[src/rtl/sddt_pkg.sv]
// Shared definitions for the SDDT command path: opcodes, command field layout, FSM states and
// the write/read test pattern.
package sddt_pkg;

  localparam int unsigned CmdW = 128;
  localparam int unsigned PatW = 512;

  localparam logic [3:0] OpAct = 4'd1;
  localparam logic [3:0] OpWr  = 4'd2;
  localparam logic [3:0] OpRd  = 4'd3;
  localparam logic [3:0] OpPre = 4'd4;

  localparam int unsigned OpLsb   = 124;
  localparam int unsigned BgLsb   = 122;
  localparam int unsigned BankLsb = 120;
  localparam int unsigned RowLsb  = 103;
  localparam int unsigned ColLsb  = 93;
  localparam int unsigned WaitLsb = 0;

  typedef enum logic [2:0] {
    StIdle,
    StAct,
    StWr,
    StRd,
    StPre,
    StDrain,
    StDone
  } state_e;

  // Assemble one command word; bits [92:32] stay zero.
  function automatic logic [CmdW-1:0] make_cmd(input logic [3:0]  op,
                                               input logic [1:0]  bg,
                                               input logic [1:0]  bank,
                                               input logic [16:0] row,
                                               input logic [9:0]  col,
                                               input logic [31:0] wait_cyc);
    logic [CmdW-1:0] w;
    w = '0;
    w[OpLsb +: 4]    = op;
    w[BgLsb +: 2]    = bg;
    w[BankLsb +: 2]  = bank;
    w[RowLsb +: 17]  = row;
    w[ColLsb +: 10]  = col;
    w[WaitLsb +: 32] = wait_cyc;
    return w;
  endfunction

  // Burst i targets column i*8, wrapping at 1024.
  function automatic logic [9:0] burst_col(input logic [6:0] idx_lo);
    return {idx_lo, 3'b000};
  endfunction

  // Pattern for burst i: (seed + i) replicated across the beat.
  function automatic logic [PatW-1:0] make_pattern(input logic [31:0] seed,
                                                   input logic [31:0] idx);
    logic [31:0] word;
    word = seed + idx;
    return {16{word}};
  endfunction

endpackage

[src/rtl/sddt_rdata_checker.sv]
// Read-data checker: counts returned beats independently of command issue, compares each beat
// against the expected pattern and accumulates errors.
module sddt_rdata_checker
  import sddt_pkg::*;
#(
  parameter int unsigned WDATA_WIDTH = 512,
  parameter int unsigned CNT_WIDTH   = 16
) (
  input  logic                   clk,
  input  logic                   rst,
  input  logic                   clear,
  input  logic                   active,
  input  logic [CNT_WIDTH-1:0]   num_bursts,
  input  logic [31:0]            seed,
  input  logic [WDATA_WIDTH-1:0] rdata,
  input  logic                   rvalid,
  output logic                   rready,
  output logic                   beat,
  output logic [CNT_WIDTH-1:0]   rx_count,
  output logic [CNT_WIDTH-1:0]   error_count,
  output logic [CNT_WIDTH-1:0]   first_err_idx
);

  logic                 rready_q;
  logic [CNT_WIDTH-1:0] k_q, k_d;
  logic [CNT_WIDTH-1:0] err_q, err_d;
  logic [CNT_WIDTH-1:0] first_q, first_d;
  logic                 mismatch;

  // Beats outside an active run are accepted but dropped.
  assign beat = rvalid & rready_q & active;

  // Next-state: clear on launch, otherwise score each accepted beat.
  always_comb begin
    k_d      = k_q;
    err_d    = err_q;
    first_d  = first_q;
    mismatch = (k_q >= num_bursts) ||
               (rdata != WDATA_WIDTH'(make_pattern(seed, 32'(k_q))));
    if (clear) begin
      k_d     = '0;
      err_d   = '0;
      first_d = '1;
    end else if (beat) begin
      if (mismatch) begin
        if (err_q != '1) err_d = err_q + 1'b1;
        if (err_q == '0) first_d = k_q;
      end
      // Saturate so an overrun can never wrap back into the valid range.
      if (k_q != '1) k_d = k_q + 1'b1;
    end
  end

  // Checker state registers.
  always_ff @(posedge clk or posedge rst) begin
    if (rst) begin
      rready_q <= 1'b0;
      k_q      <= '0;
      err_q    <= '0;
      first_q  <= '1;
    end else begin
      rready_q <= 1'b1;
      k_q      <= k_d;
      err_q    <= err_d;
      first_q  <= first_d;
    end
  end

  assign rready        = rready_q;
  assign rx_count      = k_q;
  assign error_count   = err_q;
  assign first_err_idx = first_q;

endmodule

[src/rtl/sddt_pattern_driver.sv]
// Pattern driver: issues ACT, N write bursts, N reads and PRE on AXI-Stream, then waits for the
// read data to come back and reports errors/timeout.
module sddt_pattern_driver
  import sddt_pkg::*;
#(
  parameter int unsigned INSTR_WIDTH = 128,
  parameter int unsigned WDATA_WIDTH = 512,
  parameter int unsigned CNT_WIDTH   = 16,
  parameter int unsigned ACT_WAIT    = 16,
  parameter int unsigned CAS_WAIT    = 4,
  parameter int unsigned PRE_WAIT    = 16,
  parameter int unsigned TIMEOUT     = 4096
) (
  input  logic                   clk,
  input  logic                   rst,
  input  logic                   start,
  input  logic [1:0]             bg,
  input  logic [1:0]             bank,
  input  logic [16:0]            row,
  input  logic [CNT_WIDTH-1:0]   num_bursts,
  input  logic [31:0]            seed,
  output logic                   busy,
  output logic                   done,
  output logic                   timeout,
  output logic [CNT_WIDTH-1:0]   error_count,
  output logic [CNT_WIDTH-1:0]   first_err_idx,
  output logic [INSTR_WIDTH-1:0] M_AXIS_CMD_tdata,
  output logic                   M_AXIS_CMD_tvalid,
  input  logic                   M_AXIS_CMD_tready,
  output logic [WDATA_WIDTH-1:0] M_AXIS_WDATA_tdata,
  output logic                   M_AXIS_WDATA_tvalid,
  input  logic                   M_AXIS_WDATA_tready,
  input  logic [WDATA_WIDTH-1:0] S_AXIS_RDATA_tdata,
  input  logic                   S_AXIS_RDATA_tvalid,
  output logic                   S_AXIS_RDATA_tready,
  input  logic                   S_AXIS_RDATA_tlast
);

  localparam int unsigned IdleW = $clog2(TIMEOUT + 1);

  state_e                 state_q, state_d;
  logic [1:0]             bg_q, bg_d, bank_q, bank_d;
  logic [16:0]            row_q, row_d;
  logic [CNT_WIDTH-1:0]   num_q, num_d, burst_q, burst_d, burst_inc;
  logic [31:0]            seed_q, seed_d;
  logic                   cmd_valid_q, cmd_valid_d, wd_valid_q, wd_valid_d;
  logic [INSTR_WIDTH-1:0] cmd_data_q, cmd_data_d;
  logic [WDATA_WIDTH-1:0] wd_data_q, wd_data_d;
  logic                   cmd_acc_q, cmd_acc_d, wd_acc_q, wd_acc_d;
  logic                   timeout_q, timeout_d;
  logic [IdleW-1:0]       idle_q, idle_d;
  logic                   cmd_hs, wd_hs, cmd_acc_n, wd_acc_n, launch;
  logic                   beat;
  logic [CNT_WIDTH-1:0]   rx_count;
  logic                   unused_tlast;

  assign unused_tlast = S_AXIS_RDATA_tlast;
  assign cmd_hs    = cmd_valid_q & M_AXIS_CMD_tready;
  assign wd_hs     = wd_valid_q & M_AXIS_WDATA_tready;
  assign cmd_acc_n = cmd_acc_q | cmd_hs;
  assign wd_acc_n  = wd_acc_q | wd_hs;
  assign burst_inc = burst_q + 1'b1;
  assign launch    = start & ((state_q == StIdle) || (state_q == StDone));

  // Issue FSM next-state; tvalid/tdata are registered so tready never feeds tvalid.
  always_comb begin
    state_d     = state_q;
    bg_d        = bg_q;
    bank_d      = bank_q;
    row_d       = row_q;
    num_d       = num_q;
    seed_d      = seed_q;
    burst_d     = burst_q;
    cmd_valid_d = cmd_valid_q;
    cmd_data_d  = cmd_data_q;
    wd_valid_d  = wd_valid_q;
    wd_data_d   = wd_data_q;
    cmd_acc_d   = cmd_acc_q;
    wd_acc_d    = wd_acc_q;
    timeout_d   = timeout_q;
    idle_d      = idle_q;
    unique case (state_q)
      StIdle, StDone: begin
        if (launch) begin
          bg_d      = bg;
          bank_d    = bank;
          row_d     = row;
          num_d     = num_bursts;
          seed_d    = seed;
          burst_d   = '0;
          timeout_d = 1'b0;
          if (num_bursts == '0) begin
            state_d = StDone;
          end else begin
            state_d     = StAct;
            cmd_valid_d = 1'b1;
            cmd_data_d  = INSTR_WIDTH'(make_cmd(OpAct, bg, bank, row, 10'd0, 32'(ACT_WAIT)));
          end
        end
      end
      StAct: begin
        if (cmd_hs) begin
          state_d     = StWr;
          cmd_valid_d = 1'b1;
          cmd_data_d  = INSTR_WIDTH'(make_cmd(OpWr, bg_q, bank_q, row_q, 10'd0, 32'(CAS_WAIT)));
          wd_valid_d  = 1'b1;
          wd_data_d   = WDATA_WIDTH'(make_pattern(seed_q, 32'd0));
          cmd_acc_d   = 1'b0;
          wd_acc_d    = 1'b0;
        end
      end
      StWr: begin
        cmd_acc_d = cmd_acc_n;
        wd_acc_d  = wd_acc_n;
        if (cmd_hs) cmd_valid_d = 1'b0;
        if (wd_hs) wd_valid_d = 1'b0;
        // Both halves of the burst accepted: move on together so WR word and data stay paired.
        if (cmd_acc_n && wd_acc_n) begin
          cmd_acc_d   = 1'b0;
          wd_acc_d    = 1'b0;
          cmd_valid_d = 1'b1;
          if (burst_inc == num_q) begin
            state_d    = StRd;
            burst_d    = '0;
            cmd_data_d = INSTR_WIDTH'(make_cmd(OpRd, bg_q, bank_q, row_q, 10'd0, 32'(CAS_WAIT)));
          end else begin
            burst_d    = burst_inc;
            cmd_data_d = INSTR_WIDTH'(make_cmd(OpWr, bg_q, bank_q, row_q,
                                               burst_col(burst_inc[6:0]), 32'(CAS_WAIT)));
            wd_valid_d = 1'b1;
            wd_data_d  = WDATA_WIDTH'(make_pattern(seed_q, 32'(burst_inc)));
          end
        end
      end
      StRd: begin
        if (cmd_hs) begin
          if (burst_inc == num_q) begin
            state_d    = StPre;
            burst_d    = '0;
            cmd_data_d = INSTR_WIDTH'(make_cmd(OpPre, bg_q, bank_q, row_q, 10'd0, 32'(PRE_WAIT)));
          end else begin
            burst_d    = burst_inc;
            cmd_data_d = INSTR_WIDTH'(make_cmd(OpRd, bg_q, bank_q, row_q,
                                               burst_col(burst_inc[6:0]), 32'(CAS_WAIT)));
          end
        end
      end
      StPre: begin
        if (cmd_hs) begin
          state_d     = StDrain;
          cmd_valid_d = 1'b0;
          idle_d      = '0;
        end
      end
      StDrain: begin
        if (rx_count >= num_q) begin
          state_d = StDone;
        end else if (beat) begin
          idle_d = '0;
        end else if (idle_q == IdleW'(TIMEOUT - 1)) begin
          timeout_d = 1'b1;
          state_d   = StDone;
        end else begin
          idle_d = idle_q + 1'b1;
        end
      end
      default: state_d = StIdle;
    endcase
  end

  // Issue FSM and stream output registers.
  always_ff @(posedge clk or posedge rst) begin
    if (rst) begin
      state_q     <= StIdle;
      bg_q        <= '0;
      bank_q      <= '0;
      row_q       <= '0;
      num_q       <= '0;
      seed_q      <= '0;
      burst_q     <= '0;
      cmd_valid_q <= 1'b0;
      cmd_data_q  <= '0;
      wd_valid_q  <= 1'b0;
      wd_data_q   <= '0;
      cmd_acc_q   <= 1'b0;
      wd_acc_q    <= 1'b0;
      timeout_q   <= 1'b0;
      idle_q      <= '0;
    end else begin
      state_q     <= state_d;
      bg_q        <= bg_d;
      bank_q      <= bank_d;
      row_q       <= row_d;
      num_q       <= num_d;
      seed_q      <= seed_d;
      burst_q     <= burst_d;
      cmd_valid_q <= cmd_valid_d;
      cmd_data_q  <= cmd_data_d;
      wd_valid_q  <= wd_valid_d;
      wd_data_q   <= wd_data_d;
      cmd_acc_q   <= cmd_acc_d;
      wd_acc_q    <= wd_acc_d;
      timeout_q   <= timeout_d;
      idle_q      <= idle_d;
    end
  end

  sddt_rdata_checker #(
    .WDATA_WIDTH (WDATA_WIDTH),
    .CNT_WIDTH   (CNT_WIDTH)
  ) u_checker (
    .clk           (clk),
    .rst           (rst),
    .clear         (launch),
    .active        (busy),
    .num_bursts    (num_q),
    .seed          (seed_q),
    .rdata         (S_AXIS_RDATA_tdata),
    .rvalid        (S_AXIS_RDATA_tvalid),
    .rready        (S_AXIS_RDATA_tready),
    .beat          (beat),
    .rx_count      (rx_count),
    .error_count   (error_count),
    .first_err_idx (first_err_idx)
  );

  assign busy                = (state_q != StIdle) && (state_q != StDone);
  assign done                = (state_q == StDone);
  assign timeout             = timeout_q;
  assign M_AXIS_CMD_tvalid   = cmd_valid_q;
  assign M_AXIS_CMD_tdata    = cmd_data_q;
  assign M_AXIS_WDATA_tvalid = wd_valid_q;
  assign M_AXIS_WDATA_tdata  = wd_data_q;

endmodule
[config.mk]
export PLATFORM = sky130hd
export DESIGN_NAME = sddt_pattern_driver
export DESIGN_NICKNAME = d
export VERILOG_FILES = /design/src/rtl/sddt_pkg.sv /design/src/rtl/sddt_rdata_checker.sv /design/src/rtl/sddt_pattern_driver.sv
export SDC_FILE = /design/constraint.sdc
export NUM_CORES = 1
export LEC_CHECK = 0
export ABC_AREA = 1
export BUFFER_PORTS_ARGS = -buffer_cell sky130_fd_sc_hd__buf_2
export CAP_MARGIN = 20
export CORE_AREA = 3 3 499 501
export DETAILED_ROUTE_END_ITERATION = 8
export DIE_AREA = 0 0 502 504
export GPL_TIMING_DRIVEN = 0
export PLACE_DENSITY_LB_ADDON = 0.08
export SYNTH_ARGS = -nofsm -noshare
export SYNTH_HDL_FRONTEND = slang
export SYNTH_SLANG_ARGS = --single-unit
[constraint.sdc]
create_clock -name clk -period 7.1 [get_ports clk]
set_clock_uncertainty 0.2 [all_clocks]
set_input_delay 1.065 -clock clk [delete_from_list [all_inputs] [get_ports clk]]
set_output_delay 1.065 -clock clk [all_outputs]
set_load 0.05 [all_outputs]
==> qor.yml <==
synth_flop_cell: "dfrtp_1"
fill_cells: 28710
period_needed_ps: 6061
grt_max_degree: 33
synth_cells: 4240
synth-edff-count: 0
maxCapViolCount: 0
ys_seq_elements: 219
die_h_um: 504
io_buffer_count: 1169
synth_cell_type_count: 53
insertion_delay_ps: 570
die_w_um: 502
hpwlAfterDp_um: 153500
power_density_nw_per_um2: 496.6
synthTopCellsByArea: "nand2_1, dfrtp_1, buf_4"
r2r_cells: 23
io_pins: 1266
cts_root_buf: "clkbuf_16"
antenna_left: 0
period_share_pct: 85.37
startpoint_type: "register"
crit_end: "u_checker.error_count[15]"
htree_levels: 2
nets: 6198
place_inst: 8735
slew_viol_final: 0
worstPathRequired_ps: 7370
setup_viol: 0
fp.dieArea_um2: 253000
synth_top_area_share_pct: 22.32
antenna_found_initial: 125
whs_ps: 256.9
multi_input_area_um2: 13480
drive_gt1_share_pct: 35.48
yosysWarnings: 0
finalSetupTns_ps: 0
timing.rr.start: "seed_q[1]"
numCtsBuffers: 36
yosys.area.top_type: "nand2_1"
critPathKind: "reg2reg"
gr-total-overflow: 0
synth_seq_area_share_pct: 21.66
area_growth_pct: 46.51
r2r_slack_ps: 1040
cts_tree: "yes"
postCtsHoldBufs: 0
seq_area_um2: 5502
max-slew-margin-rel_pct: 30.75
core_area_um2: 245300
cts.path.max_buffers: 3
grt_pass1_vias: 29080
p_leak_uw: 0.02110
cp-end-kind: "register"
postRouteWirelength_um: 176700
p_total_uw: 18480
clock_sinks: 219
gp_congestion: 0.8262
drcViolationCount: 0
track_usage_pct: 13.34
status: "finished clean"
arrival_ps: 6330
drt_iter0_markers: 1644
async_flop_share_pct: 100.0
instances_no_fill: 8838
crit_fanout: 10
ir_drop_v: 0.0001584
clk_pin_slew_ps: 60
avgSynthCellArea_um2: 5.990
worstMarginPinSlew_ps: 1039
detail_route.vias_per_cell: 3.387
routedWlPerCell_um: 20.00
hold_viol_final: 0
post_cts_buffers: 0
hold_path_class: "reg2reg"
ctsResizeCount: 0
netlist_top_cells_count: "nand2_1, buf_4, inv_1"
timing.rr.end: "u_checker.error_count[15]"
initial_core_util_pct: 10.36
core.rowCount: 182
cp-startpoint: "seed_q[1]"
rsz0062_at_grt: "no"
grt_pass1_wl_um: 237400
dr.pass1.iters: 5
yosysMostFrequentCell: "nand2_1"
vias: 29930
fmax_ghz: 0.1650
synth_area_um2: 25400
[placed cells by master, fill, tap and decap left out, types with 46 or more instances in the layout]
master	n
clkbuf_1	46
inv_1	525
buf_4	591
buf_2	1192
nor2_1	307
a21oi_1	60
nand2_1	1510
xor2_1	57
o21ai_0	164
ha_1	53
dfrtp_1	202
nand4_1	87
nand3_1	294
conb_1	96
[stage by stage]
stage          setup WS, ps  cell area (um^2)  util [%]
6_report               1039             37210     15.17
5_1_grt               431.1             37160     15.15
3_5_place_dp          646.1             35880     14.63
3_3_place_gp          158.8             35630     14.53
4_1_cts               612.1             37070     15.12
2_1_floorplan          2994             25750         -
[worst max-delay path, cell delays in order, from the launching register on]
cell	delay (ps)
dfrtp_1	710
inv_1	460
fa_1	550
inv_1	80
nand2_1	140
nand2_1	270
nand3_2	140
nand2_2	150
nand2_2	110
nand2_2	190
nand2_1	120
nand3_1	90
nand2_1	350
o21ai_0	650
nand2_1	160
nor2_1	110
nand2_1	70
nor2_1	280
nand2_1	120
nor2_2	160
nand3_4	300
buf_2	330
nand3_1	100
nand2_1	60
[flip-flops by register name (all words and copies together), names as in the netlist]
name,cells
M_AXIS_CMD_tdata,32
M_AXIS_CMD_tvalid,1
M_AXIS_WDATA_tdata,32
M_AXIS_WDATA_tvalid,1
bank_q,2
bg_q,2
burst_q,16
cmd_acc_q,1
idle_q,13
num_q,16
row_q,17
seed_q,32
state_q,3
timeout,1
u_checker.error_count,16
u_checker.first_err_idx,16
u_checker.rready,1
u_checker.rx_count,16
wd_acc_q,1
[where the power goes]
group	total [uW]	internal (uW)	switching (uW)
Sequential	2750	1730	1010
Combinational	13900	3970	9930
Clock	1830	1080	753
Total	18500	6780	11700
[cells by family after synthesis]
| logic type | after synthesis | share of synthesized area [%] |
|---|---|---|
| AND/OR/NAND/NOR | 2397 | 40.01 |
| buffers and inverters | 1196 | 26.69 |
| AO/OA/AOI/OAI | 310 | 6.745 |
| flip-flops | 219 | 21.66 |
| XOR/XNOR | 61 | 2.104 |
| adder cells (fa/ha/maj) | 55 | 2.769 |
| other | 2 | 0.02957 |
[routing by layer]
layer / share of wire (%) / global-route usage, % / wire (um) / up-vias
met3: 6.2 / 2.869 / 10960 / 297
met2: 50 / 24.22 / 88170 / 1026
li1: - / - / - / 15260
met5: 0.22 / 0 / 386 / -
met4: 2.5 / 3.288 / 4456 / 64
met1: 41 / 15.75 / 72770 / 13290
[worst min-delay path by stage]
stage	startpoint	to	slack, ps	cells past startpoint
after floorplan	cmd_acc_q	cmd_acc_q	240	2
after global placement	u_checker.first_err_idx[6]	u_checker.first_err_idx[6]	250	2
after detailed placement	u_checker.first_err_idx[6]	u_checker.first_err_idx[6]	250	2
after CTS	u_checker.first_err_idx[7]	u_checker.first_err_idx[7]	260	2
after global routing	u_checker.first_err_idx[12]	u_checker.first_err_idx[12]	280	2
final	u_checker.first_err_idx[7]	u_checker.first_err_idx[7]	260	2
[cell type report]
cell class,instances,area share (%)
multi-input combinational,2919,36.23
buffer,659,12.80
clock inverter,13,0.3665
inverter,537,5.427
sequential,219,14.79
tap,3220,10.83
antenna,35,0.2354
clock buffer,53,2.838
timing repair buffer,1183,16.49
Power figures use the tool's default switching activity.
